--- config.mk ---
export PLATFORM = sky130hd
export DESIGN_NAME = uart_alu_ctrl_flat
export DESIGN_NICKNAME = d
export VERILOG_FILES = /design/src/rtl/uart_ctrl_pkg.sv /design/src/rtl/uart_alu_ctrl_if.sv /design/src/rtl/uart_ctrl_timer.sv /design/src/rtl/uart_alu_ctrl.sv /design/src/flat_wrapper.sv
export SDC_FILE = /design/constraint.sdc
export NUM_CORES = 1
export LEC_CHECK = 0
export BUFFER_PORTS_ARGS = -buffer_cell sky130_fd_sc_hd__clkbuf_2
export CORE_UTILIZATION = 40
export DETAILED_ROUTE_END_ITERATION = 8
export PLACE_DENSITY = 0.68
export SYNTH_ARGS = -nofsm -noshare
export SYNTH_HDL_FRONTEND = slang
export SYNTH_SLANG_ARGS = --single-unit
--- constraint.sdc ---
create_clock -name i_clk -period 2.35 [get_ports i_clk]
set_input_delay 0.705 -clock i_clk [delete_from_list [all_inputs] [get_ports i_clk]]
set_output_delay 0.705 -clock i_clk [all_outputs]
set_load 0.1 [all_outputs]
--- src/rtl/uart_ctrl_pkg.sv ---
// Shared definitions for the UART/ALU frame sequencer: state encoding,
// frame byte indices and the timeout counter width helper.
package uart_ctrl_pkg;

  typedef enum logic [2:0] {
    S_A    = 3'd0,
    S_B    = 3'd1,
    S_OP   = 3'd2,
    S_EXEC = 3'd3,
    S_SEND = 3'd4
  } state_t;

  localparam int BYTE_A  = 0;
  localparam int BYTE_B  = 1;
  localparam int BYTE_OP = 2;

  // A counter of this width can hold every value up to t-1.
  function automatic int cnt_w(input int t);
    return (t <= 2) ? 1 : $clog2(t);
  endfunction

endpackage

--- src/rtl/uart_alu_ctrl_if.sv ---
// FIFO-side and ALU-side signal bundle of the frame sequencer.
// The ctrl modport is the sequencer; the peer modport is the UART/ALU side.
interface uart_alu_ctrl_if #(
  parameter int DBIT  = 8,
  parameter int NB_OP = 6
);
  logic             i_rx_empty;
  logic [DBIT-1:0]  i_r_data;
  logic             o_rd_uart;
  logic             i_tx_full;
  logic [DBIT-1:0]  o_w_data;
  logic             o_wr_uart;
  logic [DBIT-1:0]  o_alu_a;
  logic [DBIT-1:0]  o_alu_b;
  logic [NB_OP-1:0] o_alu_op;
  logic [DBIT-1:0]  i_alu_result;
  logic             o_busy;
  logic             o_timeout;

  modport ctrl (
    input  i_rx_empty, i_r_data, i_tx_full, i_alu_result,
    output o_rd_uart, o_w_data, o_wr_uart, o_alu_a, o_alu_b, o_alu_op,
           o_busy, o_timeout
  );

  modport peer (
    output i_rx_empty, i_r_data, i_tx_full, i_alu_result,
    input  o_rd_uart, o_w_data, o_wr_uart, o_alu_a, o_alu_b, o_alu_op,
           o_busy, o_timeout
  );
endinterface

--- src/rtl/uart_ctrl_timer.sv ---
// Inter-byte timeout counter: clear has priority, enable counts up,
// expire flags the count reaching TIMEOUT-1.
module uart_ctrl_timer
  import uart_ctrl_pkg::*;
#(
  parameter int TIMEOUT = 1_000_000
) (
  input  logic clk,
  input  logic rst_n,
  input  logic clr,
  input  logic en,
  output logic expire
);
  localparam int W = cnt_w(TIMEOUT);

  logic [W-1:0] count_q;

  always_ff @(posedge clk or negedge rst_n) begin
    if (!rst_n) begin
      count_q <= '0;
    end else if (clr) begin
      count_q <= '0;
    end else if (en) begin
      count_q <= count_q + 1'b1;
    end
  end

  assign expire = (count_q == W'(TIMEOUT - 1));
endmodule

--- src/rtl/uart_alu_ctrl.sv ---
// Frame sequencer: pops A, B, opcode from the UART rx FIFO, feeds the ALU,
// pushes the result byte to the tx FIFO. Optional inter-byte timeout is
// enabled with the UART_CTRL_TIMEOUT_EN macro.
module uart_alu_ctrl
  import uart_ctrl_pkg::*;
#(
  parameter int DBIT    = 8,
  parameter int NB_OP   = 6,
  parameter int TIMEOUT = 1_000_000
) (
  input  logic i_clk,
  input  logic i_reset,
  uart_alu_ctrl_if.ctrl bus
);
  state_t           state_q, state_d;
  logic [DBIT-1:0]  a_q, b_q, result_q;
  logic [NB_OP-1:0] op_q;
  logic             rd, wr, tmo, expire;

  always_ff @(posedge i_clk or negedge i_reset) begin
    if (!i_reset) begin
      state_q <= S_A;
    end else begin
      state_q <= state_d;
    end
  end

  always_comb begin
    state_d = state_q;
    rd      = 1'b0;
    wr      = 1'b0;
    tmo     = 1'b0;
    case (state_q)
      S_A: begin
        if (!bus.i_rx_empty) begin
          rd      = 1'b1;
          state_d = S_B;
        end
      end
      S_B: begin
        if (!bus.i_rx_empty) begin
          rd      = 1'b1;
          state_d = S_OP;
        end else if (expire) begin
          tmo     = 1'b1;
          state_d = S_A;
        end
      end
      S_OP: begin
        if (!bus.i_rx_empty) begin
          rd      = 1'b1;
          state_d = S_EXEC;
        end else if (expire) begin
          tmo     = 1'b1;
          state_d = S_A;
        end
      end
      S_EXEC: state_d = S_SEND;
      S_SEND: begin
        if (!bus.i_tx_full) begin
          wr      = 1'b1;
          state_d = S_A;
        end
      end
      default: state_d = S_A;
    endcase
  end

  // Operands are cleared by reset but otherwise only change on a pop.
  always_ff @(posedge i_clk or negedge i_reset) begin
    if (!i_reset) begin
      a_q      <= '0;
      b_q      <= '0;
      op_q     <= '0;
      result_q <= '0;
    end else begin
      if (rd && state_q == S_A)  a_q  <= bus.i_r_data;
      if (rd && state_q == S_B)  b_q  <= bus.i_r_data;
      if (rd && state_q == S_OP) op_q <= bus.i_r_data[NB_OP-1:0];
      if (state_q == S_EXEC)     result_q <= bus.i_alu_result;
    end
  end

`ifdef UART_CTRL_TIMEOUT_EN
  logic waiting;
  assign waiting = (state_q == S_B) || (state_q == S_OP);

  uart_ctrl_timer #(
    .TIMEOUT (TIMEOUT)
  ) u_timer (
    .clk    (i_clk),
    .rst_n  (i_reset),
    .clr    (rd || expire || !waiting),
    .en     (waiting && bus.i_rx_empty),
    .expire (expire)
  );
`else
  assign expire = 1'b0;
`endif

  assign bus.o_rd_uart = rd;
  assign bus.o_wr_uart = wr;
  assign bus.o_w_data  = result_q;
  assign bus.o_alu_a   = a_q;
  assign bus.o_alu_b   = b_q;
  assign bus.o_alu_op  = op_q;
  assign bus.o_busy    = (state_q != S_A);
  assign bus.o_timeout = tmo;
endmodule

--- src/flat_wrapper.sv ---
// flat-port wrapper written by rule: the top's interface ports become plain ports
module uart_alu_ctrl_flat import uart_ctrl_pkg::*;
#(
  parameter int DBIT    = 8,
  parameter int NB_OP   = 6,
  parameter int TIMEOUT = 1_000_000
)
  (i_clk, i_reset, bus_i_rx_empty, bus_i_r_data, bus_i_tx_full, bus_i_alu_result, bus_o_rd_uart, bus_o_w_data, bus_o_wr_uart, bus_o_alu_a, bus_o_alu_b, bus_o_alu_op, bus_o_busy, bus_o_timeout);
  uart_alu_ctrl_if #(.DBIT(DBIT), .NB_OP(NB_OP)) bus_i ();
  input  logic i_clk;
  input  logic i_reset;
  input wire logic [$bits(bus_i.i_rx_empty)-1:0] bus_i_rx_empty;
  input wire logic [$bits(bus_i.i_r_data)-1:0] bus_i_r_data;
  input wire logic [$bits(bus_i.i_tx_full)-1:0] bus_i_tx_full;
  input wire logic [$bits(bus_i.i_alu_result)-1:0] bus_i_alu_result;
  output wire logic [$bits(bus_i.o_rd_uart)-1:0] bus_o_rd_uart;
  output wire logic [$bits(bus_i.o_w_data)-1:0] bus_o_w_data;
  output wire logic [$bits(bus_i.o_wr_uart)-1:0] bus_o_wr_uart;
  output wire logic [$bits(bus_i.o_alu_a)-1:0] bus_o_alu_a;
  output wire logic [$bits(bus_i.o_alu_b)-1:0] bus_o_alu_b;
  output wire logic [$bits(bus_i.o_alu_op)-1:0] bus_o_alu_op;
  output wire logic [$bits(bus_i.o_busy)-1:0] bus_o_busy;
  output wire logic [$bits(bus_i.o_timeout)-1:0] bus_o_timeout;
  assign bus_i.i_rx_empty = bus_i_rx_empty;
  assign bus_i.i_r_data = bus_i_r_data;
  assign bus_i.i_tx_full = bus_i_tx_full;
  assign bus_i.i_alu_result = bus_i_alu_result;
  assign bus_o_rd_uart = bus_i.o_rd_uart;
  assign bus_o_w_data = bus_i.o_w_data;
  assign bus_o_wr_uart = bus_i.o_wr_uart;
  assign bus_o_alu_a = bus_i.o_alu_a;
  assign bus_o_alu_b = bus_i.o_alu_b;
  assign bus_o_alu_op = bus_i.o_alu_op;
  assign bus_o_busy = bus_i.o_busy;
  assign bus_o_timeout = bus_i.o_timeout;
  uart_alu_ctrl #(.DBIT(DBIT), .NB_OP(NB_OP), .TIMEOUT(TIMEOUT)) u_core (.i_clk(i_clk), .i_reset(i_reset), .bus(bus_i));
endmodule
==> impl_metrics.ini, run 1 <==
[synth]
synth_nets = 104
synth.top_cell.area_share = 0.607
synthesis.instances = 84
yosysWarnings = 0
synth-seq-cells = 33
ys_seq_area_frac = 0.607
synth_area_leaders = dfrtp_1, mux2_2, nor4b_4
synth_cell_types = 18
yosysTopAreaCell = dfrtp_1
syn_avg_cell_area_um2 = 16.2
synth_area_um2 = 1360

[sta]
clock_skew_ns = 0.00713
setup_viol = 0
max_freq_ghz = 0.447
relSlewSlack = 0.478
fin_crit_sh = 0.952
hold_viol = 0
rsz0062_at_grt = no
tightest_slew_ns = 0.782
period_minus_slack_ns = 2.24
slew_violations = 0

[clock_tree]
path_clk_slew_ns = 0.10
cts_max_level = 2
hold_buffers = 0
cts_tree = built
cts_root_buffer = clkbuf_4
cts_made_buffers = 5
cts_buffer_depth = 2
clk_latency_ns = 0.33
cts_setup_buffers = 0
post_cts_resized = 0
cts_sinks = 33

[floorplan]
die_h_um = 60.3
rows = 20
ioPinCount = 54
core_um2 = 3130
die-area_um2 = 3640
initial_core_util = 0.435
die_w_um = 60.3

[job]
maxCapViolations = 0

[critical_path]
cp.depth = 2
worstPathRequired_ns = 1.64
crit_family = flip-flops
crit_type = reg2out
worst-path-buf-inv = 1
end_kind = output pin
path_cells = or3_1 -> clkbuf_2
critPathLaunch = u_core.state_q[1]
max_stage_delay_ns = 0.46
cp.arrival_ns = 1.53
cp_max_fo = 5
worstReg2RegEnd = u_core.bus.o_alu_a[1]
timing.critical_path.to = bus_o_busy
reg2regPathDepth = 4
r2r_slack_ns = 0.58
cp-start-kind = register
reg2reg_from = u_core.state_q[1]
crit_path_top_delay_cell = dfrtp_1

[placement]
dp_cells = 180
routabilityCongestion = 0.669
detailed_place_hpwl_um = 1890
numPortBuffers = 52

[route]
via_per_inst = 4.69
vias = 881
drt_iter0_markers = 13
first_pass_iters = 3
drc = 0
wl_per_cell_um = 13.1
wl_um = 2470
ant_nets = 0

[finish]
antennaDiodeCount = 0
drive_above_1_share = 0.708
fin_cells = 188
areaGrowthSynthToFinish_pct = 32.4
final_nets = 163
multi_input_area_um2 = 522
n_fill_cell = 282
regArea_um2 = 826

[global_route]
gr-usage-all-layers = 0.152
antenna_found_initial = 0
grt_max_degree = 34
overflow = 0
grt_pass1_vias = 846
grt_pass1_wl_um = 3920

[min_path]
worst_hold_path_type = in2async

[outcome]
status = finished clean
## worst reg2reg max path: stages, from the launching register on
cell	delay, ns
dfrtp_1	0.46
buf_4	0.21
nor4_4	0.42
buf_4	0.23
mux2_2	0.34
## layout make-up
type	instances	share of cell area
Sequential cell	33	0.459
Multi-Input combinational cell	46	0.290
Timing Repair Buffer	57	0.182
Clock buffer	7	0.0361
Tap cell	44	0.0306
Clock inverter	1	0.00278
## sequential cells by signal (all words and copies together) (netlist names)
signal               cells
u_core.bus.o_alu_b       8
u_core.bus.o_alu_a       8
u_core.bus.o_alu_op      6
u_core.bus.o_w_data      8
u_core.state_q           3
## cell usage in the layout (no fill, tap or decap)
cell type / instances
clkbuf_2: 50
clkinv_2: 1
or2_2: 1
or3_1: 1
nand2_1: 1
a211oi_4: 1
conb_1: 1
clkbuf_8: 2
nand4bb_1: 1
buf_4: 5
a21oi_1: 2
clkbuf_4: 5
nand2b_1: 1
nor4b_4: 3
nand3b_1: 2
dfrtp_1: 33
mux2_2: 30
or3b_2: 1
nor4_4: 1
buf_12: 2
## worst min path at each step
stage,startpoint,to,slack (ns),cells past startpoint
after global routing,i_reset,u_core.bus.o_w_data[7],0.50,1
after floorplan,i_reset,u_core.bus.o_alu_a[0],0.41,0
after global placement,u_core.bus.o_w_data[6],u_core.bus.o_w_data[6],0.49,1
final,i_reset,u_core.state_q[2],0.44,1
after CTS,i_reset,u_core.bus.o_w_data[3],0.46,1
after detailed placement,u_core.bus.o_w_data[6],u_core.bus.o_w_data[6],0.49,1
## cell usage after synthesis
cell	count
nor4b_4	2
nor4b_1	1
buf_6	2
a21oi_1	2
or3_1	1
a211oi_1	1
nand4bb_1	1
nor4_4	1
conb_1	1
mux2_2	30
buf_2	2
nand2b_1	1
nand3b_1	2
nand2_1	1
buf_4	1
dfrtp_1	33
or3b_2	1
or2_2	1
## metal layers
layer | track usage | share of wire | vias to the layer above
li1 | - | - | 414
met1 | 0.182 | 0.40 | 439
met2 | 0.240 | 0.53 | 24
met3 | 0.0584 | 0.055 | 4
met4 | 0.0698 | 0.013 | 0
met5 | 0 | 0 | -
## per-stage QoR
step / setup TNS [ns] / instance area, um2 / setup WS [ns] / utilization / hold slack [ns]
CTS: 0 / 1800 / 0.0940 / 0.576 / 0.464
finish: 0 / 1800 / 0.112 / 0.576 / 0.438
global placement: 0 / 1730 / 0.273 / 0.553 / 0.487
global route: 0 / 1800 / 0.0478 / 0.576 / 0.497
detailed placement: 0 / 1730 / 0.255 / 0.553 / 0.493
floorplan: -0.145 / 1400 / -0.0995 / - / 0.409
## cell families after synthesis
group / share of synthesized area
other: 0.00276
AND/OR/NAND/NOR: 0.0994
flip-flops: 0.607
AO/OA/AOI/OAI: 0.0129
buffers and inverters: 0.0294
multiplexers: 0.248
Power of run 1 is not shown: default switching activity piles up to over one toggle a cycle in this logic, so the estimate is an artifact.
==> run 2: changes to the inputs <==
CORE_UTILIZATION = 47   (was 40)
PLACE_DENSITY = 0.78   (was 0.68)
==> run 2 against run 1 <==
Final cell count fell by 8.0%; hold slack improved by 0.015 ns; sequential share of layout area grew 1.0 points; sequential cell count did not move; critical path type unchanged; highest routed layer unchanged; count of clock-buffer cells in the layout unchanged; critical endpoint unchanged; largest cell class unchanged; core utilization is 6.3 points higher; global-route usage increased by 2.9 points.
==> impl_metrics.ini, run 2 (same netlist as run 1, synthesis figures left out) <==
[route]
ant_nets = 0
via_per_inst = 5.11
first_pass_iters = 6
vias = 884
wl_per_cell_um = 14.5
drc = 0
drt_iter0_markers = 20
wl_um = 2520

[critical_path]
worstPathRequired_ns = 1.64
reg2regPathDepth = 3
critPathLaunch = u_core.state_q[0]
cp_max_fo = 5
worstReg2RegEnd = u_core.bus.o_alu_a[6]
crit_type = reg2out
worst-path-buf-inv = 1
end_kind = output pin
crit_path_top_delay_cell = dfrtp_1
max_stage_delay_ns = 0.46
path_cells = or3_1 -> clkbuf_2
cp-start-kind = register
cp.arrival_ns = 1.55
r2r_slack_ns = 0.60
reg2reg_from = u_core.state_q[0]
crit_family = flip-flops

[floorplan]
core_um2 = 2760
rows = 19
initial_core_util = 0.493
ioPinCount = 54
die-area_um2 = 3110
die_w_um = 55.8
die_h_um = 55.8

[sta]
relSlewSlack = 0.467
clock_skew_ns = 0.00517
fin_crit_sh = 0.958
period_minus_slack_ns = 2.25
setup_viol = 0
slew_violations = 0
hold_viol = 0
max_freq_ghz = 0.444
worst_slack_ns = 0.0984
rsz0062_at_grt = no
fin_tns_setup_ns = 0
tightest_slew_ns = 0.800

[global_route]
grt_max_degree = 34
antenna_found_initial = 0
overflow = 0
gr-usage-all-layers = 0.181
grt_pass1_wl_um = 4240
grt_pass1_vias = 910

[clock_tree]
cts_sinks = 33
cts_max_level = 2
cts_root_buffer = clkbuf_4
cts_setup_buffers = 0
post_cts_resized = 0
hold_buffers = 0
cts_tree = built
cts_buffer_depth = 2
clk_latency_ns = 0.32
path_clk_slew_ns = 0.10
cts_made_buffers = 5

[finish]
fin_cells = 173
drive_above_1_share = 0.697
final_util = 0.639
final_cell_mix = clkbuf_2, dfrtp_1, mux2_2
final_common_cell = clkbuf_2
antennaDiodeCount = 0
n_fill_cell = 225
final_nets = 162
areaGrowthSynthToFinish_pct = 29.5

[job]
maxCapViolations = 0

[placement]
numPortBuffers = 52
detailed_place_hpwl_um = 1880
routabilityCongestion = 0.633
dp_cells = 166
pre_cts_ws_ns = 0.251

[min_path]
worst_hold_path_type = in2async

[outcome]
status = finished clean
-- run 2: changes by cell type in the layout (fill, tap and decap cells not counted) --
cell / before / now
buf_4: 5 / 4
clkbuf_1: 0 / 1
clkbuf_8: 2 / 1
clkinv_2: 1 / 0
-- run 2: worst max path at each step --
| stage | depth (start not counted) | slack [ns] | endpoint |
|---|---|---|---|
| 2_1_floorplan | 1 | -0.1 | bus_o_wr_uart |
| 3_3_place_gp | 3 | 0.28 | bus_o_rd_uart |
| 3_5_place_dp | 3 | 0.25 | bus_o_rd_uart |
| 4_1_cts | 2 | 0.07 | bus_o_busy |
| 5_1_grt | 2 | 0.04 | bus_o_busy |
| 6_report | 2 | 0.1 | bus_o_busy |
-- run 2: final cells by class --
type	instances	area (um2)	area share
sequential	33	826	0.469
clock buffer	7	55.1	0.0312
multi-input combinational	46	522	0.296
timing repair buffer	56	320	0.182
tap	31	38.8	0.0220
-- run 2: worst register-to-register path, cell delays in order, from the launching register on --
cell,delay [ns]
dfrtp_1,0.46
buf_4,0.21
nor4_4,0.57
mux2_2,0.40
-- run 2: through the flow --
| step | hold slack, ns | instance area, um2 |
|---|---|---|
| floorplan | 0.409 | 1400 |
| global placement | 0.490 | 1710 |
| detailed placement | 0.494 | 1710 |
| CTS | 0.477 | 1760 |
| global route | 0.514 | 1760 |
| finish | 0.453 | 1760 |
-- run 2: layer usage --
layer / GRT usage / wire (um) / vias up
met5: 0 / 0 / -
met4: 0.0857 / 42 / 0
met3: 0.0465 / 86 / 5
met2: 0.282 / 1260 / 22
met1: 0.236 / 1130 / 443
li1: - / - / 414
Power of run 2 is left out for the same reason.
